### src/rtl/ariane_cfg_pkg.sv
// rtl/ariane_cfg_pkg.sv - PMA region configuration type and default table
package ariane_cfg_pkg;

  localparam int unsigned NrMaxRules = 16;

  typedef struct packed {
    int unsigned                    NrNonIdempotentRules;
    logic [NrMaxRules-1:0][63:0]    NonIdempotentAddrBase;
    logic [NrMaxRules-1:0][63:0]    NonIdempotentLength;
    int unsigned                    NrExecuteRegionRules;
    logic [NrMaxRules-1:0][63:0]    ExecuteRegionAddrBase;
    logic [NrMaxRules-1:0][63:0]    ExecuteRegionLength;
    int unsigned                    NrCachedRegionRules;
    logic [NrMaxRules-1:0][63:0]    CachedRegionAddrBase;
    logic [NrMaxRules-1:0][63:0]    CachedRegionLength;
  } ariane_cfg_t;

  // Debug, boot ROM and DRAM are executable; only DRAM is cached; the
  // two non-idempotent rules are present but zero-length.
  function automatic ariane_cfg_t default_cfg();
    ariane_cfg_t c;
    c = '0;
    c.NrNonIdempotentRules     = 2;
    c.NrExecuteRegionRules     = 3;
    c.ExecuteRegionAddrBase[0] = 64'h0000_0000;
    c.ExecuteRegionLength[0]   = 64'h0000_1000;
    c.ExecuteRegionAddrBase[1] = 64'h0001_0000;
    c.ExecuteRegionLength[1]   = 64'h0001_0000;
    c.ExecuteRegionAddrBase[2] = 64'h8000_0000;
    c.ExecuteRegionLength[2]   = 64'h4000_0000;
    c.NrCachedRegionRules      = 1;
    c.CachedRegionAddrBase[0]  = 64'h8000_0000;
    c.CachedRegionLength[0]    = 64'h4000_0000;
    return c;
  endfunction

  localparam ariane_cfg_t ArianeDefaultConfig = default_cfg();

endpackage

### src/rtl/pma_scan_unit.sv
// rtl/pma_scan_unit.sv - sequential PMA attribute lookup, one rule index per cycle
module pma_scan_unit #(
  parameter ariane_cfg_pkg::ariane_cfg_t Cfg     = ariane_cfg_pkg::ArianeDefaultConfig,
  parameter int unsigned                 IdWidth = 4
) (
  input  logic               clk_i,
  input  logic               rst_ni,
  input  logic               flush_i,
  input  logic               req_valid_i,
  output logic               req_ready_o,
  input  logic [63:0]        req_paddr_i,
  input  logic               req_is_fetch_i,
  input  logic [IdWidth-1:0] req_id_i,
  output logic               rsp_valid_o,
  input  logic               rsp_ready_i,
  output logic [63:0]        rsp_paddr_o,
  output logic [IdWidth-1:0] rsp_id_o,
  output logic               rsp_cacheable_o,
  output logic               rsp_nonidem_o,
  output logic               rsp_exec_o,
  output logic               rsp_fault_o
);

  localparam int unsigned NrMaxRules = ariane_cfg_pkg::NrMaxRules;
  localparam int unsigned IdxW       = $clog2(NrMaxRules);
  localparam int unsigned NrNi       = Cfg.NrNonIdempotentRules;
  localparam int unsigned NrEx       = Cfg.NrExecuteRegionRules;
  localparam int unsigned NrCa       = Cfg.NrCachedRegionRules;
  localparam int unsigned MaxNiEx    = (NrNi > NrEx) ? NrNi : NrEx;
  localparam int unsigned MaxAll     = (MaxNiEx > NrCa) ? MaxNiEx : NrCa;
  localparam int unsigned ScanLen    = (MaxAll > 0) ? MaxAll : 1;
  localparam logic [IdxW-1:0] LastIdx = IdxW'(ScanLen - 1);

  typedef enum logic [1:0] {IDLE, SCAN, RESP} state_e;

  state_e              state_q, state_d;
  logic [IdxW-1:0]     idx_q, idx_d;
  logic [63:0]         paddr_q, paddr_d;
  logic                is_fetch_q, is_fetch_d;
  logic [IdWidth-1:0]  id_q, id_d;
  logic                nonidem_q, nonidem_d;
  logic                exec_q, exec_d;
  logic                cache_q, cache_d;
  logic                fault_q, fault_d;

  logic hit_nonidem, hit_exec, hit_cache;
  logic accept;

  // End address wraps mod 2^64, so wrapping or zero-length regions never match.
  function automatic logic in_region(input logic [63:0] addr, input logic [63:0] base,
                                     input logic [63:0] len);
    logic [63:0] lim;
    lim = base + len;
    return (addr >= base) && (addr < lim);
  endfunction

  always_comb begin
    hit_nonidem = (32'(idx_q) < NrNi) &&
                  in_region(paddr_q, Cfg.NonIdempotentAddrBase[idx_q], Cfg.NonIdempotentLength[idx_q]);
    hit_exec    = (32'(idx_q) < NrEx) &&
                  in_region(paddr_q, Cfg.ExecuteRegionAddrBase[idx_q], Cfg.ExecuteRegionLength[idx_q]);
    hit_cache   = (32'(idx_q) < NrCa) &&
                  in_region(paddr_q, Cfg.CachedRegionAddrBase[idx_q], Cfg.CachedRegionLength[idx_q]);
  end

  always_comb begin
    state_d     = state_q;
    idx_d       = idx_q;
    paddr_d     = paddr_q;
    is_fetch_d  = is_fetch_q;
    id_d        = id_q;
    nonidem_d   = nonidem_q;
    exec_d      = exec_q;
    cache_d     = cache_q;
    fault_d     = fault_q;
    req_ready_o = 1'b0;
    rsp_valid_o = 1'b0;
    accept      = 1'b0;

    unique case (state_q)
      IDLE: begin
        req_ready_o = 1'b1;
        accept      = req_valid_i;
      end
      SCAN: begin
        nonidem_d = nonidem_q | hit_nonidem;
        exec_d    = exec_q | hit_exec;
        cache_d   = cache_q | hit_cache;
        if (idx_q == LastIdx) begin
          state_d = RESP;
          fault_d = is_fetch_q & ~(exec_q | hit_exec);
        end else begin
          idx_d = idx_q + IdxW'(1);
        end
      end
      RESP: begin
        rsp_valid_o = 1'b1;
        req_ready_o = rsp_ready_i;
        if (rsp_ready_i) begin
          if (req_valid_i) accept = 1'b1;
          else             state_d = IDLE;
        end
      end
      default: state_d = IDLE;
    endcase

    if (flush_i) begin
      accept      = 1'b0;
      req_ready_o = 1'b0;
      rsp_valid_o = 1'b0;
      state_d     = IDLE;
      idx_d       = '0;
    end

    if (accept) begin
      state_d    = SCAN;
      idx_d      = '0;
      paddr_d    = req_paddr_i;
      is_fetch_d = req_is_fetch_i;
      id_d       = req_id_i;
      nonidem_d  = 1'b0;
      exec_d     = 1'b0;
      cache_d    = 1'b0;
      fault_d    = 1'b0;
    end
  end

  always_ff @(posedge clk_i or negedge rst_ni) begin
    if (!rst_ni) begin
      state_q    <= IDLE;
      idx_q      <= '0;
      paddr_q    <= '0;
      is_fetch_q <= 1'b0;
      id_q       <= '0;
      nonidem_q  <= 1'b0;
      exec_q     <= 1'b0;
      cache_q    <= 1'b0;
      fault_q    <= 1'b0;
    end else begin
      state_q    <= state_d;
      idx_q      <= idx_d;
      paddr_q    <= paddr_d;
      is_fetch_q <= is_fetch_d;
      id_q       <= id_d;
      nonidem_q  <= nonidem_d;
      exec_q     <= exec_d;
      cache_q    <= cache_d;
      fault_q    <= fault_d;
    end
  end

  assign rsp_paddr_o     = paddr_q;
  assign rsp_id_o        = id_q;
  assign rsp_cacheable_o = cache_q;
  assign rsp_nonidem_o   = nonidem_q;
  assign rsp_exec_o      = exec_q;
  assign rsp_fault_o     = fault_q;

endmodule

### config.mk
export PLATFORM = sky130hd
export DESIGN_NAME = pma_scan_unit
export DESIGN_NICKNAME = d
export VERILOG_FILES = /design/src/rtl/ariane_cfg_pkg.sv /design/src/rtl/pma_scan_unit.sv
export SDC_FILE = /design/constraint.sdc
export NUM_CORES = 1
export LEC_CHECK = 0
export ABC_CLOCK_PERIOD_IN_PS = 2600
export BUFFER_PORTS_ARGS = -buffer_cell sky130_fd_sc_hd__buf_2
export CORE_ASPECT_RATIO = 0.75
export CORE_MARGIN = 2
export CORE_UTILIZATION = 51
export DETAILED_ROUTE_END_ITERATION = 6
export PLACE_DENSITY = 0.87
export SYNTH_ARGS = -nofsm -noshare
export SYNTH_HDL_FRONTEND = slang
export SYNTH_SLANG_ARGS = --single-unit
### constraint.sdc
create_clock -name clk_i -period 2.6 [get_ports clk_i]
set_input_delay 0.13 -clock clk_i [delete_from_list [all_inputs] [get_ports clk_i]]
set_output_delay 0.13 -clock clk_i [all_outputs]
set_load 0.02 [all_outputs]
Word level (Yosys, flattened, before mapping)
Memory sizes are Yosys's and may differ from the RTL's.
Index checks and enable logic that the tools add are counted.
- divide/modulo/power cells: 0
- bitwise gates (word level): 5
- multiplexer cells: 32
- order comparisons: 10
- reductions and logical operators: 13
- add/subtract/negate cells: 4
- multipliers: 0
- equality and inequality tests: 8
- shifts and indexed selects: 0
- operators with widths (kind ; number):
    $mux W64 ; 5
    $add A64 B64 Y64 ; 3
    $ge A64 B64 Y1 ; 3
    $lt A64 B64 Y1 ; 3
    $mux W4 ; 4
    $mux W1 ; 15
    $ne A4 B4 Y1 const B ; 3
    $mux W2 ; 5
    $lt A4 B2 Y1 const B ; 2
    $logic_and A1 B1 Y1 ; 6
    $ne A3 B3 Y1 const B ; 2
    $pmux W2 S3 ; 1
    $lt A4 B5 Y1 const B ; 1
    $add A4 B1 Y4 const B ; 1
    $eq A4 B2 Y1 const B ; 1
    $lt A4 B1 Y1 const B ; 1
    $pmux W1 S2 ; 2
    $reduce_and A2 Y1 ; 2
    $reduce_and A4 Y1 ; 1
    $reduce_bool A2 Y1 ; 2
    $or A1 B1 Y1 ; 3
    $reduce_bool A3 Y1 ; 1
    $eq A2 B1 Y1 const B ; 1
    $eq A2 B2 Y1 const B ; 1
    3 further kinds ; 3
- memories kept: 5
- bits in latches: 0
- bits in read-only memories: 5120
- bits in writable memories: 0
- bits of input ports: 74
- word-level logic and storage cells: 86
- bits in registers: 79
- output and inout bits: 74
- memories (name ; depth ; width ; read ports ; clocked after Yosys merged registers in ; write ports ; line ; source):
    (name not given) ; 16 ; 64 ; 1 ; 0 ; 0 ; pma_scan_unit.sv:63 ; in_region(paddr_q, Cfg.CachedRegionAddrBase[idx_q], Cfg.CachedRegionLength[idx_q]);
    (name not given) ; 16 ; 64 ; 1 ; 0 ; 0 ; pma_scan_unit.sv:63 ;
    (name not given) ; 16 ; 64 ; 1 ; 0 ; 0 ; pma_scan_unit.sv:61 ; in_region(paddr_q, Cfg.ExecuteRegionAddrBase[idx_q], Cfg.ExecuteRegionLength[idx_q]);
    (name not given) ; 16 ; 64 ; 1 ; 0 ; 0 ; pma_scan_unit.sv:61 ;
    (name not given) ; 16 ; 64 ; 1 ; 0 ; 0 ; pma_scan_unit.sv:59 ; in_region(paddr_q, Cfg.NonIdempotentAddrBase[idx_q], Cfg.NonIdempotentLength[idx_q]);

Logic depth before layout (Yosys ltp)
Gate-level depths: netlist (run 1).
- depth after elaboration: 12
- gate-level depth with buffers: 9
- depth with buffers taken out: 9

Worst setup path before layout (run 1)
No wires, ideal clock.
- kind: reg-to-reg
- start point: register state_q[1]
- end point: register is_fetch_q
- setup slack: 644 ps
- cell stages (with the launch flop): 6
- period minus slack after synthesis: 1956 ps
- path buffers: 1
- required time: 2475 ps
- data arrival time: 1832 ps
- library setup time: 125 ps
- path through: dfrtp_1 -> nor2b_1 -> nor3_1 -> nand2_1 -> buf_2 -> mux2_2
- cells in the longest elaborated chain, start to end: 3
- elaborated cells on any way between the ends: 4
- classes of those cells: 1 x eq/ne; 2 x mux; 1 x reduce/logical
- ends and longest elaborated chain (item ; line ; source):
    start: declaration ; pma_scan_unit.sv:36 ; state_e state_q, state_d;
    start signal: assignment ; pma_scan_unit.sv:140 ; state_q <= state_d;
    $eq A2 B2 Y1 or $logic_not A2 Y1 (tied branches) ; pma_scan_unit.sv:80 ; unique case (state_q)
    $pmux W1 S2 * ; pma_scan_unit.sv:80 ;
    $mux W1 * ; pma_scan_unit.sv:107 ; if (flush_i) begin
    end signal: assignment ; pma_scan_unit.sv:143 ; is_fetch_q <= is_fetch_d;
    end: declaration ; pma_scan_unit.sv:39 ; logic is_fetch_q, is_fetch_d;
Every way passes the cells marked *; elsewhere a longest branch is shown, timed or not.
A chain may end at the register's enable or synchronous reset.

Final worst setup path (run 1)
- start point: register idx_q[3]
- end point: register exec_q (netlist: rsp_exec_o)
- cells in the longest elaborated chain, start to end: 9
- elaborated cells on any way between the ends: 13
- classes of those cells: 1 x add/sub; 3 x order compare; 4 x mux; 1 x bitwise; 2 x reduce/logical; 2 x memory
- ends and longest elaborated chain (item ; line ; source):
    start: declaration ; pma_scan_unit.sv:37 ; logic [IdxW-1:0] idx_q, idx_d;
    start signal: assignment ; pma_scan_unit.sv:141 ; idx_q <= idx_d;
    $mem_v2 Z16 W64 ; - ;
    $mux W64 (not written as such) ; pma_scan_unit.sv:61 ;
    $add A64 B64 Y64 ; pma_scan_unit.sv:53 ; lim = base + len;
    $lt A64 B64 Y1 ; pma_scan_unit.sv:54 ; return (addr >= base) && (addr < lim);
    $logic_and A1 B1 Y1 ; pma_scan_unit.sv:54 ;
    $logic_and A1 B1 Y1 * ; pma_scan_unit.sv:60 ; hit_exec = (32'(idx_q) < NrEx) &&
    $or A1 B1 Y1 * ; pma_scan_unit.sv:87 ; exec_d = exec_q | hit_exec;
    $mux W1 * ; pma_scan_unit.sv:80 ;
    $mux W1 * ; pma_scan_unit.sv:115 ; if (accept) begin
    end signal: assignment ; pma_scan_unit.sv:136 ; exec_q <= 1'b0;
    end signal: assignment ; pma_scan_unit.sv:146 ; exec_q <= exec_d;
    end: declaration ; pma_scan_unit.sv:42 ; logic exec_q, exec_d;
Every way passes the cells marked *; elsewhere a longest branch is shown, timed or not. The select of a mux whose other input is x is not followed.

==> results of run 1 <==
power by group through the flow:
stage | Clock, mW | Sequential (mW) | Combinational (mW)
after global routing | 1.08 | 1.66 | 1.12
after global placement | 0 | 1.63 | 0.955
after floorplan | 0 | 1.90 | 0.320
final | 1.00 | 1.63 | 1.04
after detailed placement | 0 | 1.64 | 0.979
after CTS | 1.02 | 1.62 | 1.01
kinds of logic after synthesis:
| kind of cell | after synthesis | share of synthesized area |
|---|---|---|
| buffers and inverters | 17 | 0.0227 |
| AND/OR/NAND/NOR | 51 | 0.0900 |
| flip-flops | 78 | 0.580 |
| adder cells (fa/ha/maj) | 11 | 0.0409 |
| other | 1 | 0.00111 |
| multiplexers | 69 | 0.231 |
| XOR/XNOR | 3 | 0.00781 |
| AO/OA/AOI/OAI | 12 | 0.0264 |
synthesized netlist by cell type, types with 2 or more instances:
| master | n | area share |
|---|---|---|
| xor2_1 | 2 | 0.0052 |
| a21oi_1 | 2 | 0.0030 |
| or4_4 | 2 | 0.0067 |
| dfrtp_1 | 78 | 0.58 |
| nor2_1 | 7 | 0.0078 |
| a32o_1 | 2 | 0.0060 |
| nand3_1 | 4 | 0.0060 |
| mux2_2 | 69 | 0.23 |
| nand4_1 | 2 | 0.0037 |
| nand2_1 | 10 | 0.011 |
| ha_1 | 11 | 0.041 |
| buf_2 | 7 | 0.010 |
| nor3b_1 | 2 | 0.0045 |
| nor4_1 | 12 | 0.022 |
| inv_1 | 9 | 0.010 |
| nor3_1 | 2 | 0.0030 |
| o21ai_0 | 2 | 0.0030 |
sequential cells by signal, summed over array words and instances (netlist names):
| signal | count |
|---|---|
| idx_q | 4 |
| is_fetch_q | 1 |
| rsp_cacheable_o | 1 |
| rsp_exec_o | 1 |
| rsp_fault_o | 1 |
| rsp_id_o | 4 |
| rsp_paddr_o | 64 |
| state_q | 2 |
critical path: cells and delay by family (launching register included):
kind,cells,cell delay [ps]
flops,1,400
fa+ha+maj,1,200
compound gates,2,620
simple gates,3,750
layout by cell type (no fill, tap or decap), types with 2 or more instances in the layout:
| master | netlist | layout |
|---|---|---|
| o21ai_0 | 2 | 2 |
| clkinvlp_4 | 0 | 2 |
| nor3_1 | 2 | 2 |
| inv_1 | 9 | 9 |
| or4_4 | 2 | 2 |
| nor3b_1 | 2 | 2 |
| a32o_1 | 2 | 2 |
| nand2_1 | 10 | 9 |
| bufinv_16 | 0 | 2 |
| nand3_1 | 4 | 4 |
| clkbuf_8 | 0 | 9 |
| nor4_1 | 12 | 12 |
| ha_1 | 11 | 11 |
| nor2_1 | 7 | 7 |
| mux2_2 | 69 | 69 |
| dfrtp_1 | 78 | 78 |
| buf_2 | 7 | 145 |
| a21oi_1 | 2 | 2 |
| nand4_1 | 2 | 2 |
| xor2_1 | 2 | 2 |
| dlygate4sd3_1 | 0 | 47 |
metal layers:
metal / GRT usage / vias up / wire [µm]
met4: 0.0633 / 0 / 140
met5: 0 / - / 0
met3: 0.0789 / 17 / 506
met1: 0.283 / 1324 / 3590
li1: - / 1261 / -
met2: 0.379 / 92 / 4240
area by class of cell:
type                       instances  area, µm²
sequential                        78       1950
fill                             427       1470
clock inverter                     7       97.6
timing repair buffer             194       1220
inverter                           9       33.8
tap                               81        101
multi-input combinational        147       1340
clock buffer                       9        124
how the worst max path moves through the flow:
| stage | startpoint | endpoint | cells after the start |
|---|---|---|---|
| after global placement | idx_q[2] | rsp_exec_o | 6 |
| after floorplan | state_q[1] | is_fetch_q | 5 |
| after detailed placement | idx_q[3] | rsp_exec_o | 6 |
| final | idx_q[3] | rsp_exec_o | 6 |
| after CTS | idx_q[3] | rsp_exec_o | 6 |
| after global routing | idx_q[3] | rsp_exec_o | 6 |
stage by stage:
step / worst slack, ps / std cells / power [mW] / util
after floorplan: 644 / 242 / 2.22 / -
after global placement: 666 / 462 / 2.58 / 0.659
after detailed placement: 645 / 462 / 2.62 / 0.659
after CTS: 605 / 502 / 3.65 / 0.732
after global routing: 409 / 525 / 3.86 / 0.768
final: 573 / 525 / 3.67 / 0.768
==> qor.txt, run 1 <==
STATUS
--------------------------------------------------------------------------------------
Run status                                                                finished clean

PWR
--------------------------------------------------------------------------------------
Sequential fraction of design power                                              0.443
Static leakage                                                                 2.35 nW
Largest voltage drop on the vdd net                                         0.000450 V
Clock share of power                                                             0.273
Combinational fraction of design power                                           0.284
Total net switching power                                                      1.22 mW
Design internal power                                                          2.46 mW
Switching fraction of total power                                                0.331
PD cells                                                                    753 nW/µm²

LOGIC SYNTHESIS
--------------------------------------------------------------------------------------
Synthesized flop and latch total                                                    78
Cell variety after synth                                                            36
Average instance area after synthesis                                         13.9 µm²
Number of warnings printed during yosys synthesis                                    0
Count of flip-flops with a built-in enable after synthesis                           0
Syn_nets                                                                           327
Fraction of registers with async set/reset                                        1.00
Register area share after synthesis                                              0.580
Post-Synthesis Cell Area                                                      3360 µm²
Gate count of the mapped netlist                                                   242
Main synth FF type                                                             dfrtp_1

FLOORPLAN
--------------------------------------------------------------------------------------
Starting density of the core                                                     0.530
Horizontal die dimension                                                       97.8 µm
Count of standard-cell rows                                                         25
Die area                                                                      7270 µm²
Core region area                                                              6350 µm²
Number of ports placed on the die boundary                                         148
Die outline height                                                             74.3 µm

GLOBAL ROUTE
--------------------------------------------------------------------------------------
Via count of the first global-routing pass                                        2657
Wire length of the first global-routing pass                                  12800 µm
GRT Overall Usage                                                                0.225
Overflow after GRT                                                                   0
Maximum number of pins on one net before global-route repair                        79
Number of antenna violations at the first check in global routing                    0

CLOCK NETWORK
--------------------------------------------------------------------------------------
Clock insertion delay at the later pin of the skew report                       350 ps
Clock Sinks                                                                         78
CTS H-tree lvls                                                                      3
Clock-pin slew on the worst setup and hold paths                                 80 ps
Clock tree buffer depth                                                              2
Number of buffers created by CTS                                                     9
Hold-fix buffer count after cts                                                     24
Clock root buffer                                                             clkbuf_8
Total of cells resized after clock tree synthesis                                    0
Post-CTS setup buffers                                                               0
Clock tree from TritonCTS                                                         done

ROUTING
--------------------------------------------------------------------------------------
Average vias per placed instance                                                  5.13
Number of nets still failing antenna checks after routing                            0
Final routed DRC violation total                                                     0
Vias after detailed routing                                                       2694
Iteration count of the initial detailed-routing pass                                 4
Routed length per instance                                                     16.1 µm
Routed Wire Length                                                             8470 µm
Number of DRC markers in iteration 0                                               144

HOLD PATH
--------------------------------------------------------------------------------------
Number of stages on the worst hold path                                              2
Worst min-delay path startpoint                                           req_paddr_i[2]
Classification of the worst-slack hold path                               primary input to flip-flop
WHS Endpoint                                                              rsp_paddr_o[2]

PLACEMENT
--------------------------------------------------------------------------------------
Weighted congestion reported at the end of routability-driven placement          0.784
Post-DP HPWL                                                                   5380 µm
Cell area after placement                                                     4180 µm²
Input/output buffers                                                               146

WORST SETUP PATH
--------------------------------------------------------------------------------------
Critical Path Sink Type                                                      flip-flop
Worst setup path class                                                    flip-flop to flip-flop
Reg-to-reg startpoint                                                         idx_q[3]
Critical R2R Capture                                                        rsp_exec_o
Required time at the worst-slack endpoint                                      2890 ps
Worst stage delay on the critical path                                          450 ps
Ordered cell list for the critical path                                   nor2_1, nand2_1, ha_1, o41ai_1, and4_1, a32o_1
Element type at the critical path start                                      flip-flop
FF-to-FF path depth                                                                  6
Maximum fanout count along the critical path                                         6
Critical-path top delay cell                                                   o41ai_1
Arrival time of data at the critical path endpoint                             2310 ps
Register-to-Register Setup Slack                                                570 ps

STA
--------------------------------------------------------------------------------------
Actual transition at the worst max-transition pin                               969 ps
Achievable Freq                                                                493 MHz
Final Hold Viols                                                                     0
Total Neg Setup Slack                                                             0 ps
Setup skew after layout                                                        11.4 ps
Post-layout minimum cycle time                                                 2030 ps
Setup repair after global routing missed its margin                                 no
Hold Worst Slack                                                               12.4 ps
Relative slew margins                                                            0.354
Number of setup violations in the final report                                       0
Fin. max-slew vios                                                                   0
Part of the cycle the worst path needs                                           0.780

FINISH
--------------------------------------------------------------------------------------
Post-layout instance area                                                     4880 µm²
Antenna cell count                                                                   0
Final net count                                                                    524
Synth-to-Final Area Change                                                       44.9%
Fraction of layout cells with a size suffix above 1                              0.532

RUN
--------------------------------------------------------------------------------------
Max-capacitance violation count                                                      0

No activity file was read; power rests on OpenSTA's default activity.
==> run 2, diff against run 1 <==
- ABC_AREA: unset -> 1
- ABC_CLOCK_PERIOD_IN_PS: 2600 -> 1700
- CORE_UTILIZATION: 51 -> 44
- PLACE_DENSITY: 0.87 -> 0.79
- clock period: 2.6 -> 1.7 ns (I/O delays scaled with it)
==> run 2 against run 1 <==
  * The run now ends with negative setup slack left
  * Clock power is 26% higher
  * Die area up 26%
  * Sequential share of layout area shrank 5.6 points
  * Hold slack gained 21 ps
  * Cell area grew 16%
  * Combinational power rose by 120%
  * Synthesized cell count up 99%
  * Area after synthesis up 9.6%
  * Sequential power is 58% higher
  * Utilization fell by 6.1 points
  * Critical path type unchanged
==> qor.txt, run 2 <==
FINISH
--------------------------------------------------------------------------------------
Synth-to-Final Area Change                                                       53.8%
Sequential cell area                                                          1950 µm²
Leading cell types in the layout, fill and taps excluded                  nand2_1 (208), buf_2 (145), dfrtp_1 (78), dlygate4sd3_1 (70), nor2_1 (51)
Most common cell after layout, fill and taps aside                             nand2_1
Final net count                                                                    800
Final Core Density                                                               0.707
Antenna cell count                                                                   0
Fraction of layout cells with a size suffix above 1                              0.292
Fillcell total                                                                     587
Number of flip-flops under the largest register name                                64
Post-layout instance area                                                     5670 µm²
Area taken by multi-input logic gates                                         1590 µm²
Non-filler instance count after layout                                             825

GLOBAL ROUTE
--------------------------------------------------------------------------------------
Overflow after GRT                                                                   0
Via count of the first global-routing pass                                        3867
Maximum number of pins on one net before global-route repair                        63
Wire length of the first global-routing pass                                  18300 µm
Number of antenna violations at the first check in global routing                    0
GRT Overall Usage                                                                0.258

LOGIC SYNTHESIS
--------------------------------------------------------------------------------------
Post-Synthesis Cell Area                                                      3690 µm²
Average instance area after synthesis                                         7.67 µm²
Cell variety after synth                                                            19
Top cells by instance count after synthesis                               nand2_1 (214), dfrtp_1 (78), nor2_1 (54), inv_1 (48), o21ai_0 (31)
Fraction of registers with async set/reset                                        1.00
Yosys top cell by area                                                         dfrtp_1
Register area share after synthesis                                              0.529
Gate count of the mapped netlist                                                   481
Proportion of netlist area held by the largest area contributor                  0.529
Count of flip-flops with a built-in enable after synthesis                           0
Main synth FF type                                                             dfrtp_1
Synthesized flop and latch total                                                    78
Most common cell in the synthesized netlist                                    nand2_1
Main area contributors after synthesis                                    dfrtp_1 (53%), nand2_1 (22%), nor2_1 (5.5%), inv_1 (4.9%), o21ai_0 (4.2%)
Number of warnings printed during yosys synthesis                                    0
Syn_nets                                                                           566

ROUTING
--------------------------------------------------------------------------------------
Iteration count of the initial detailed-routing pass                                 5
Number of nets still failing antenna checks after routing                            0
Average vias per placed instance                                                  4.85
Final routed DRC violation total                                                     0
Routed length per instance                                                     14.1 µm
Routed Wire Length                                                            11600 µm
Vias after detailed routing                                                       4000
Number of DRC markers in iteration 0                                               187

CLOCK NETWORK
--------------------------------------------------------------------------------------
Clock tree from TritonCTS                                                         done
Clock tree buffer depth                                                              2
Clock-pin slew on the worst setup and hold paths                                 80 ps
CTS H-tree lvls                                                                      3
Number of buffers created by CTS                                                     9
Clock insertion delay at the later pin of the skew report                       350 ps
Clock root buffer                                                             clkbuf_8
Clock Sinks                                                                         78

STA
--------------------------------------------------------------------------------------
Number of setup violations in the final report                                       3
Min setup slack post-route                                                     -127 ps
Fin. max-slew vios                                                                   0
Post-layout minimum cycle time                                                 1830 ps
Hold Worst Slack                                                               33.3 ps
Setup skew after layout                                                        10.4 ps
Achievable Freq                                                                547 MHz
Total Neg Setup Slack                                                          -287 ps
Final Hold Viols                                                                     0
Part of the cycle the worst path needs                                            1.07
Setup repair after global routing missed its margin                                yes

WORST SETUP PATH
--------------------------------------------------------------------------------------
Arrival time of data at the critical path endpoint                             2110 ps
Element type at the critical path start                                      flip-flop
Register-to-Register Setup Slack                                               -130 ps
Required time at the worst-slack endpoint                                      1980 ps
Critical Path Sink Type                                                      flip-flop
Maximum fanout count along the critical path                                         4
Worst setup path class                                                    flip-flop to flip-flop

FLOORPLAN
--------------------------------------------------------------------------------------
Starting density of the core                                                     0.460
Count of standard-cell rows                                                         28
Core region area                                                              8020 µm²
Horizontal die dimension                                                        110 µm
Number of ports placed on the die boundary                                         148
Die area                                                                      9140 µm²
Die outline height                                                             83.3 µm

PLACEMENT
--------------------------------------------------------------------------------------
Weighted congestion reported at the end of routability-driven placement          0.858
Placement-stage worst setup slack                                              -121 ps
Input/output buffers                                                               146
Cell area after placement                                                     4660 µm²
Cell total after placement                                                         733
Post-DP HPWL                                                                   7410 µm

RUN
--------------------------------------------------------------------------------------
Max-capacitance violation count                                                      0

STATUS
--------------------------------------------------------------------------------------
Run status                                                                finished, violations left
Violations in the final reports                                           negative setup slack

PWR
--------------------------------------------------------------------------------------
Overall power consumption                                                      6.08 mW
PD cells                                                                   1070 nW/µm²
Largest voltage drop on the vdd net                                         0.000637 V
Static leakage                                                                 3.09 nW

HOLD PATH
--------------------------------------------------------------------------------------
Classification of the worst-slack hold path                               primary input to flip-flop

[run 2: cell count changes in the layout (fill, tap and decap cells not counted), moves of 19 or more]
cell | previous run | this run
mux2_2 | 69 | 0
inv_1 | 9 | 45
buf_4 | 1 | 20
nand2_1 | 9 | 208
dlygate4sd3_1 | 47 | 70
nor2_1 | 7 | 51
o21ai_0 | 2 | 31
[run 2: layout make-up]
| type | count | area share |
|---|---|---|
| Sequential cell | 78 | 0.344 |
| Timing Repair Buffer | 238 | 0.288 |
| Clock inverter | 5 | 0.00617 |
| Inverter | 49 | 0.0324 |
| Clock buffer | 11 | 0.0249 |
| Tap cell | 105 | 0.0232 |
| Multi-Input combinational cell | 339 | 0.281 |
[run 2: kinds of logic after synthesis]
group / after synthesis / share of synthesized area
other: 1 / 0.00102
AO/OA/AOI/OAI: 39 / 0.0539
buffers and inverters: 64 / 0.0733
adder cells (fa/ha/maj): 11 / 0.0373
AND/OR/NAND/NOR: 288 / 0.305
flip-flops: 78 / 0.529
[run 2: worst paths after layout]
kind | startpoint | end | depth (start not counted)
max | idx_q[0] | rsp_exec_o | 12
min | rsp_ready_i | state_q[1] | 4
max reg2reg | idx_q[0] | rsp_exec_o | 12
min reg2reg | rsp_id_o[2] | rsp_id_o[2] | 2
max in group asynchronous | rst_ni | rsp_paddr_o[48] | 3
min in group asynchronous | rst_ni | rsp_paddr_o[16] | 2
[run 2: worst max-delay path, stage by stage (launching register included)]
cell and delay [ps]:
dfrtp_1 450, inv_2 120, ha_4 140, nand2_4 60, ha_4 310, nand2_4 70, nor2_4 90, nand2_2 60
nor2_1 100, nand2_1 80, nand3_2 90, nand3_2 80, a21oi_2 120
[run 2: repair_timing]
item | CTS | global route
setup buffers | 3 | 3
setup endpoints to repair | 3 | 3
pin swaps | 12 | 11
endpoints found under the hold margin | 100 | 0
resized for setup | 9 | 12
cloned | 0 | 0
hold buffers | 70 | 0
[run 2: where the power goes]
part | switching, mW | internal, mW | total (mW)
combinational | 1.42 | 0.830 | 2.25
clock | 0.694 | 0.567 | 1.26
sequential | 0.324 | 2.25 | 2.57
total | 2.44 | 3.64 | 6.08
[run 2: layer usage]
metal | global-route usage | wire length (µm)
met1 | 0.324 | 4810
met3 | 0.0738 | 792
met2 | 0.413 | 5680
met5 | 0 | 0
met4 | 0.109 | 358
==> run 3, diff against run 2 <==
- SKIP_LAST_GASP: unset -> 1
==> run 3 against run 2 <==
  * The run still ends with negative setup slack left
  * Via count is 0.30% lower
  * Hold slack gained 2.1 ps
  * Worst setup slack got worse by 1.9 ps
  * Largest cell class unchanged
  * Highest routed layer unchanged
==> qor.txt, run 3 (synthesis gave the netlist of run 2 again) <==
FLOORPLAN
--------------------------------------------------------------------------------------
Horizontal die dimension                                                        110 µm
Die area                                                                      9140 µm²
Count of standard-cell rows                                                         28
Starting density of the core                                                     0.460
Core region area                                                              8020 µm²
Die outline height                                                             83.3 µm
Number of ports placed on the die boundary                                         148

WORST SETUP PATH
--------------------------------------------------------------------------------------
Worst setup path class                                                    flip-flop to flip-flop
Maximum fanout count along the critical path                                         4
Critical Path Sink Type                                                      flip-flop
FF-to-FF path depth                                                                 12
Required time at the worst-slack endpoint                                      1980 ps
Element type at the critical path start                                      flip-flop
Register-to-Register Setup Slack                                               -130 ps
Launch point of the worst path                                                idx_q[0]
End point of the critical path                                              rsp_exec_o
Reg-to-reg startpoint                                                         idx_q[0]
Critical R2R Capture                                                        rsp_exec_o
Arrival time of data at the critical path endpoint                             2110 ps

FINISH
--------------------------------------------------------------------------------------
Sequential cell area                                                          1950 µm²
Fillcell total                                                                     586
Most common cell after layout, fill and taps aside                             nand2_1
Final net count                                                                    798
Antenna cell count                                                                   0
Leading cell types in the layout, fill and taps excluded                  nand2_1 (209), buf_2 (145), dfrtp_1 (78), dlygate4sd3_1 (70), nor2_1 (50)
Final Core Density                                                               0.705
Fraction of layout cells with a size suffix above 1                              0.288
Synth-to-Final Area Change                                                       53.4%
Non-filler instance count after layout                                             823
Number of flip-flops under the largest register name                                64
Area taken by multi-input logic gates                                         1590 µm²

CLOCK NETWORK
--------------------------------------------------------------------------------------
CTS H-tree lvls                                                                      3
Number of buffers created by CTS                                                     9
Clock-pin slew on the worst setup and hold paths                                 80 ps
Clock tree from TritonCTS                                                         done
Clock insertion delay at the later pin of the skew report                       360 ps
Clock Sinks                                                                         78
Clock tree buffer depth                                                              2
Clock root buffer                                                             clkbuf_8

PLACEMENT
--------------------------------------------------------------------------------------
Cell total after placement                                                         733
Post-DP HPWL                                                                   7410 µm
Weighted congestion reported at the end of routability-driven placement          0.858
Placement-stage worst setup slack                                              -121 ps
Input/output buffers                                                               146

STA
--------------------------------------------------------------------------------------
Final Hold Viols                                                                     0
Achievable Freq                                                                547 MHz
Part of the cycle the worst path needs                                            1.08
Number of setup violations in the final report                                       3
Setup skew after layout                                                        9.26 ps
Fin. max-slew vios                                                                   0
Post-layout minimum cycle time                                                 1830 ps
Min setup slack post-route                                                     -129 ps
Setup repair after global routing missed its margin                                yes

ROUTING
--------------------------------------------------------------------------------------
Average vias per placed instance                                                  4.85
Routed Wire Length                                                            11500 µm
Vias after detailed routing                                                       3988
Number of DRC markers in iteration 0                                               209
Number of nets still failing antenna checks after routing                            0
Final routed DRC violation total                                                     0
Routed length per instance                                                     14.0 µm
Iteration count of the initial detailed-routing pass                                 4

PWR
--------------------------------------------------------------------------------------
PD cells                                                                   1070 nW/µm²
Static leakage                                                                 3.08 nW
Largest voltage drop on the vdd net                                         0.000638 V

STATUS
--------------------------------------------------------------------------------------
Violations in the final reports                                           negative setup slack
Run status                                                                finished, violations left

GLOBAL ROUTE
--------------------------------------------------------------------------------------
Overflow after GRT                                                                   0
Number of antenna violations at the first check in global routing                    0
GRT Overall Usage                                                                0.257
Via count of the first global-routing pass                                        3862
Maximum number of pins on one net before global-route repair                        63
Wire length of the first global-routing pass                                  18300 µm

HOLD PATH
--------------------------------------------------------------------------------------
Number of stages on the worst hold path                                              4
Classification of the worst-slack hold path                               primary input to flip-flop

RUN
--------------------------------------------------------------------------------------
Max-capacitance violation count                                                      0

==> run 3: per-stage QoR <==
| stage | TNS, ps | hold WS [ps] | cell area [µm²] | power (mW) |
|---|---|---|---|---|
| global route | -571 | 48.1 | 5660 | 6.45 |
| finish | -298 | 35.4 | 5660 | 6.06 |
| CTS | -80.6 | 26.7 | 5600 | 6.01 |
| floorplan | 0 | -211 | 3720 | 3.77 |
| global placement | -102 | 55.0 | 4660 | 4.50 |
| detailed placement | -246 | 60.3 | 4660 | 4.58 |
==> run 3: cell type report <==
cell class                      count  share of cell area
Clock buffer                       11              0.0250
Clock inverter                      5             0.00619
Inverter                           49              0.0325
Multi-Input combinational cell    339               0.282
Sequential cell                    78               0.345
Tap cell                          105              0.0232
Timing Repair Buffer              236               0.287
==> run 3: worst max-delay path, stage by stage (launching register included) <==
cell     delay [ps]
dfrtp_1         440
inv_2           120
ha_4            150
nand2_4          60
ha_4            310
nand2_4          60
nor2_4           90
nand2_2          60
nor2_1          100
nand2_1          80
nand3_2          90
nand3_2          80
a21oi_2         120
==> run 3: what timing repair did <==
item	4_1_cts	5_1_grt
endpoints found under the setup margin	3	3
cloned	0	0
hold buffers	70	0
buffers inserted	3	1
endpoints found under the hold margin	100	0
pin swaps	10	11
gates resized for setup	9	12
==> run 3: worst min path at each step <==
stage	from	to	slack, ps
6_report	rsp_ready_i	state_q[1]	40
4_1_cts	rsp_ready_i	state_q[1]	30
5_1_grt	rsp_ready_i	state_q[1]	50
3_3_place_gp	rst_ni	rsp_paddr_o[19]	50
2_1_floorplan	rst_ni	idx_q[0]	-210
3_5_place_dp	rst_ni	rsp_paddr_o[16]	60
==> run 3: per-layer routing <==
layer / vias to the layer above / routed length [µm] / global-route usage
met5: - / 0 / 0
li1: 1926 / - / -
met3: 33 / 801 / 0.0738
met4: 0 / 358 / 0.109
met1: 1862 / 4820 / 0.323
met2: 167 / 5560 / 0.413
==> run 3: power by group <==
| group | switching, mW | internal (mW) | leakage [nW] |
|---|---|---|---|
| Sequential | 0.324 | 2.25 | 0.978 |
| Combinational | 1.41 | 0.821 | 2.03 |
| Clock | 0.695 | 0.567 | 0.0776 |
| Total | 2.43 | 3.63 | 3.08 |
